<file path="src/rtl/pwm_capture.sv">
// rtl/pwm_capture.sv - PWM decoder: synchronizes the input and measures high time and period.
// A timeout reports a stuck-high or stuck-low input.
module pwm_capture #(
  parameter int CNT_W   = 12,
  parameter int TIMEOUT = 4000
) (
  input  logic             clk,
  input  logic             rst_n,
  input  logic             PWM_in,
  output logic [CNT_W-1:0] high_time,
  output logic [CNT_W-1:0] period,
  output logic             meas_vld,
  output logic             stuck,
  output logic             stuck_lvl
);

  localparam logic [CNT_W-1:0] TMO = CNT_W'(TIMEOUT);
  localparam logic [CNT_W-1:0] ONE = CNT_W'(1);

  typedef enum logic [1:0] {IDLE, HIGH, LOW} state_t;

  state_t           state;
  logic             s1, s2, s3;
  logic [CNT_W-1:0] pcnt, hcnt;
  logic [CNT_W-1:0] pcnt_inc, hcnt_inc;
  logic             rise, fall, timeout;

  always_ff @(posedge clk or negedge rst_n) begin
    if (!rst_n) begin
      s1 <= 1'b0;
      s2 <= 1'b0;
      s3 <= 1'b0;
    end else begin
      s1 <= PWM_in;
      s2 <= s1;
      s3 <= s2;
    end
  end

  assign rise = s2 & ~s3;
  assign fall = ~s2 & s3;

  assign pcnt_inc = (pcnt >= TMO) ? TMO : pcnt + ONE;
  assign hcnt_inc = (hcnt >= TMO) ? TMO : hcnt + ONE;

  // Once stuck, pcnt sits at TMO; gating on stuck keeps the strobe to a single pulse.
  assign timeout = (pcnt == TMO) && !rise && !stuck;

  always_ff @(posedge clk or negedge rst_n) begin
    if (!rst_n) begin
      state     <= IDLE;
      pcnt      <= '0;
      hcnt      <= '0;
      high_time <= '0;
      period    <= '0;
      meas_vld  <= 1'b0;
      stuck     <= 1'b0;
      stuck_lvl <= 1'b0;
    end else begin
      meas_vld <= 1'b0;
      if (timeout) begin
        stuck     <= 1'b1;
        stuck_lvl <= s2;
        state     <= IDLE;
        high_time <= s2 ? '1 : '0;
        period    <= '0;
        meas_vld  <= 1'b1;
      end else begin
        case (state)
          IDLE: begin
            if (rise) begin
              state <= HIGH;
              pcnt  <= ONE;
              hcnt  <= ONE;
              stuck <= 1'b0;
            end else begin
              pcnt <= pcnt_inc;
            end
          end
          HIGH: begin
            pcnt <= pcnt_inc;
            if (fall) begin
              state <= LOW;
            end else if (s2) begin
              hcnt <= hcnt_inc;
            end
          end
          LOW: begin
            // The rise cycle opens the next period, so the new counts start at 1.
            if (rise) begin
              period    <= pcnt;
              high_time <= hcnt;
              meas_vld  <= 1'b1;
              pcnt      <= ONE;
              hcnt      <= ONE;
              state     <= HIGH;
            end else begin
              pcnt <= pcnt_inc;
            end
          end
          default: state <= IDLE;
        endcase
      end
    end
  end

endmodule

</file>
<file path="config.mk">
export PLATFORM = sky130hd
export DESIGN_NAME = pwm_capture
export DESIGN_NICKNAME = d
export VERILOG_FILES = /design/src/rtl/pwm_capture.sv
export SDC_FILE = /design/constraint.sdc
export NUM_CORES = 1
export LEC_CHECK = 0
export BUFFER_PORTS_ARGS = -buffer_cell sky130_fd_sc_hd__buf_2
export CORE_UTILIZATION = 31
export DETAILED_ROUTE_END_ITERATION = 8
export GPL_TIMING_DRIVEN = 0
export PLACE_DENSITY = 0.46
export SYNTH_ARGS = -nofsm -noshare
export SYNTH_HDL_FRONTEND = slang
export SYNTH_SLANG_ARGS = --single-unit
</file>
<file path="constraint.sdc">
create_clock -name clk -period 2.3 [get_ports clk]
set_input_delay 0.23 -clock clk [delete_from_list [all_inputs] [get_ports clk]]
set_output_delay 0.23 -clock clk [all_outputs]
set_load 0.1 [all_outputs]
</file>
==> results.sh <==
export IMPL_outcome="complete, but fails checks"
export IMPL_violated_checks="negative hold slack"
export IMPL_synth_seq_cells=56
export IMPL_globalplace_congestion=0.772
export IMPL_io_buffer_count=29
export IMPL_post_synth_fa_ha_maj_area_fraction=0.0183
export IMPL_mappedNetlistArea_mm2=0.00274
export IMPL_synthCells=295
export IMPL_clock_sink_count=56
export IMPL_ys_async_sr_fraction=1.00
export IMPL_yosysMostFrequentCell="sky130_fd_sc_hd__dfrtp_1"
export IMPL_setup_viol=0
export IMPL_seqPwrFrac=0.453
export IMPL_grt_use_total=0.164
export IMPL_post_route_period_util=0.914
export IMPL_yosysWarnings=0
export IMPL_hold_viol_final=54
export IMPL_core_mm2=0.00838
export IMPL_synth_area_mux_share=0.0475
export IMPL_start_util=0.327
export IMPL_syn2layout_area_growth_pct=13.5
export IMPL_grt_pass1_wl_um=11400
export IMPL_design_die_area_mm2=0.00921
export IMPL_synth_edf_count=0
export IMPL_synth_top_area_cell="sky130_fd_sc_hd__dfrtp_1"
export IMPL_clk_pin_slew_worst_paths_ns=0.11
export IMPL_worst_path_max_fanout=10
export IMPL_period_minus_slack_ns=2.10
export IMPL_first_pass_iters=4
export IMPL_max_cap_violations=0
export IMPL_clock_skew_final_ns=0.00653
export IMPL_proportion_of_total_power_due_to_net_switching=0.452
export IMPL_finalSetupTns_ns=0
export IMPL_post_synth_most_frequent_cells="56 x sky130_fd_sc_hd__dfrtp_1, 33 x sky130_fd_sc_hd__a21oi_1, 32 x sky130_fd_sc_hd__nand2_1, 25 x sky130_fd_sc_hd__nand3_1, 23 x sky130_fd_sc_hd__nor2_1"
export IMPL_tritoncts="yes"
export IMPL_timing_reg2reg_worst_path_depth=8
export IMPL_route_detailed_vias_per_inst=5.35
export IMPL_hold_worst_slack_ns=-0.0434
export IMPL_synth_top_family_by_area="simple AND/OR/NAND/NOR gates"
export IMPL_ys_flop_type="sky130_fd_sc_hd__dfrtp_1"
export IMPL_synth_compound_area_share=0.189
export IMPL_internal_power_w=0.00156
export IMPL_clock_insertion_delay_worst_skew_ns=0.31
export IMPL_synth_cell_type_count=41
export IMPL_synthDominantCellAreaShare=0.512
export IMPL_diodes=0
export IMPL_worst_slew_pin_slew_ns=0.726
export IMPL_p_switching_w=0.00129
export IMPL_power_share_clock=0.194
export IMPL_routed_wirelength_um=7070
export IMPL_power_density_cell_area_mw_per_mm2=918
export IMPL_detail_route_wl_per_cell_um=16.2
export IMPL_crit_type="reg -> reg"
export IMPL_number_of_global_route_vias_before_repair=2166
export IMPL_crit_arrival_ns=2.33
export IMPL_cts_root_buf="sky130_fd_sc_hd__clkbuf_8"
export IMPL_syn_nets=302
export IMPL_cts_buffers_inserted=5
export IMPL_pwr_share_comb=0.354
export IMPL_vdd_ir_drop_worst_v=0.000408
export IMPL_std_cell_rows=33
export IMPL_vias=2336
export IMPL_hold_buffers=0
export IMPL_die_width_um=96.0
export IMPL_rsz0062_at_grt="false"
export IMPL_post_synth_main_area_contributors="sky130_fd_sc_hd__dfrtp_1 51%, sky130_fd_sc_hd__a21oi_1 6.0%, sky130_fd_sc_hd__mux2i_1 4.8%, sky130_fd_sc_hd__nand3_1 4.6%, sky130_fd_sc_hd__nand2_1 4.4%"
export IMPL_holdCritPathClass="in -> async"
export IMPL_finish_net_count=338
export IMPL_p_leak_nw=1.53
export IMPL_detail_route_antenna_nets=0
export IMPL_h_tree_depth=2
export IMPL_grt_antenna_before_repair=0
export IMPL_syn_mean_instance_area_um2=9.28
export IMPL_synth_yosys_seq_area_share=0.512
export IMPL_power_w=0.00285
export IMPL_timing_critical_path_to_type="flop"
export IMPL_die_height_um=96.0
export IMPL_post_route_cells_drive_above_1_share=0.136
export IMPL_post_dp_hpwl_um=5000
export IMPL_synth_xor_area_share=0
export IMPL_ioPinCount=30
export IMPL_final_core_area_utilization=0.371
export IMPL_drv_slew=0
export IMPL_first_iter_violations=70
export IMPL_critical_path_startpoint_type="flop"
export IMPL_cts_max_path_buffers=2
export IMPL_timing_max_slew_rel_slack=0.516
export IMPL_grt_max_degree=57
export IMPL_grt_overflow_total=0
export IMPL_maxClockFrequency_mhz=476
export IMPL_post_route_drc_count=0
export IMPL_worst_ep_required_time_ns=2.53
export IMPL_synth_simple_gate_area_share=0.201
[kinds of logic after synthesis]
logic type	after synthesis
flip-flops	56
adder cells (fa/ha/maj)	4
AO/OA/AOI/OAI	86
buffers and inverters	22
multiplexers	13
AND/OR/NAND/NOR	114
[final timing paths]
kind / start / end / slack (ns)
worst max-delay path: pcnt[0] / pcnt[7] / 0.20
worst min-delay path: rst_n / hcnt[1] / -0.04
worst max register to register: pcnt[0] / pcnt[7] / 0.20
worst min register to register: s1 / s2 / 0.36
max in group asynchronous: rst_n / state[0] / 1.85
min in group clk: PWM_in / s1 / 0.02
[power groups by stage]
stage | clock network (W) | logic, W | registers [W]
final | 0.000553 | 0.00101 | 0.00129
after global routing | 0.000610 | 0.00109 | 0.00131
after CTS | 0.000580 | 0.00102 | 0.00129
after detailed placement | 0 | 0.00102 | 0.00131
after global placement | 0 | 0.00101 | 0.00131
after floorplan | 0 | 0.000359 | 0.00172
[worst max-delay path: stages (launching register included)]
cell,delay [ns]
sky130_fd_sc_hd__dfrtp_1,0.41
sky130_fd_sc_hd__inv_1,0.09
sky130_fd_sc_hd__ha_1,0.19
sky130_fd_sc_hd__and3b_1,0.19
sky130_fd_sc_hd__and2_4,0.17
sky130_fd_sc_hd__nand3_1,0.09
sky130_fd_sc_hd__clkbuf_1,0.47
sky130_fd_sc_hd__a41oi_1,0.20
sky130_fd_sc_hd__a31oi_1,0.20
[metrics by stage]
stage | area [um2] | setup WS [ns] | cells
after floorplan | 2740 | 0.130 | 295
after global placement | 3010 | 0.205 | 429
after detailed placement | 3010 | 0.205 | 429
after CTS | 3100 | 0.183 | 437
after global routing | 3110 | 0.00556 | 437
final | 3110 | 0.197 | 437
[flip-flops by register name, summed over array words and instances (netlist names)]
name       cells
pcnt          12
period        12
high_time     12
s2             1
state          2
s1             1
stuck          1
meas_vld       1
hcnt          12
stuck_lvl      1
s3             1
[timing repair]
action,CTS,global route
buffers inserted,0,0
endpoints found under the setup margin,0,3
endpoints found under the hold margin,0,0
resized for setup,0,2
[per-layer routing]
metal,global-route usage,up-vias,share of wire
met5,0,-,0
met4,0.0373,0,0.0092
met3,0.0261,9,0.023
met2,0.288,37,0.50
met1,0.212,1152,0.46
li1,-,1138,-
[area by class of cell]
class	instances	area, um2
Fill cell	872	5280
Sequential cell	56	1400
Multi-Input combinational cell	217	1250
Timing Repair Buffer	29	148
Tap cell	105	131
Clock buffer	6	72.6
Buffer	16	67.6
Inverter	6	22.5
Clock inverter	2	16.3
[cell usage in the layout, fill, tap and decap left out, drive strengths merged, types with 10 or more instances in the layout]
master	count
clkbuf	16
dfrtp	56
o31ai	10
o21ai	23
mux2i	13
nand2	32
nor2	23
a21oi	33
buf	35
nand3	25
Note: power is estimated with default switching activity, not from simulation.
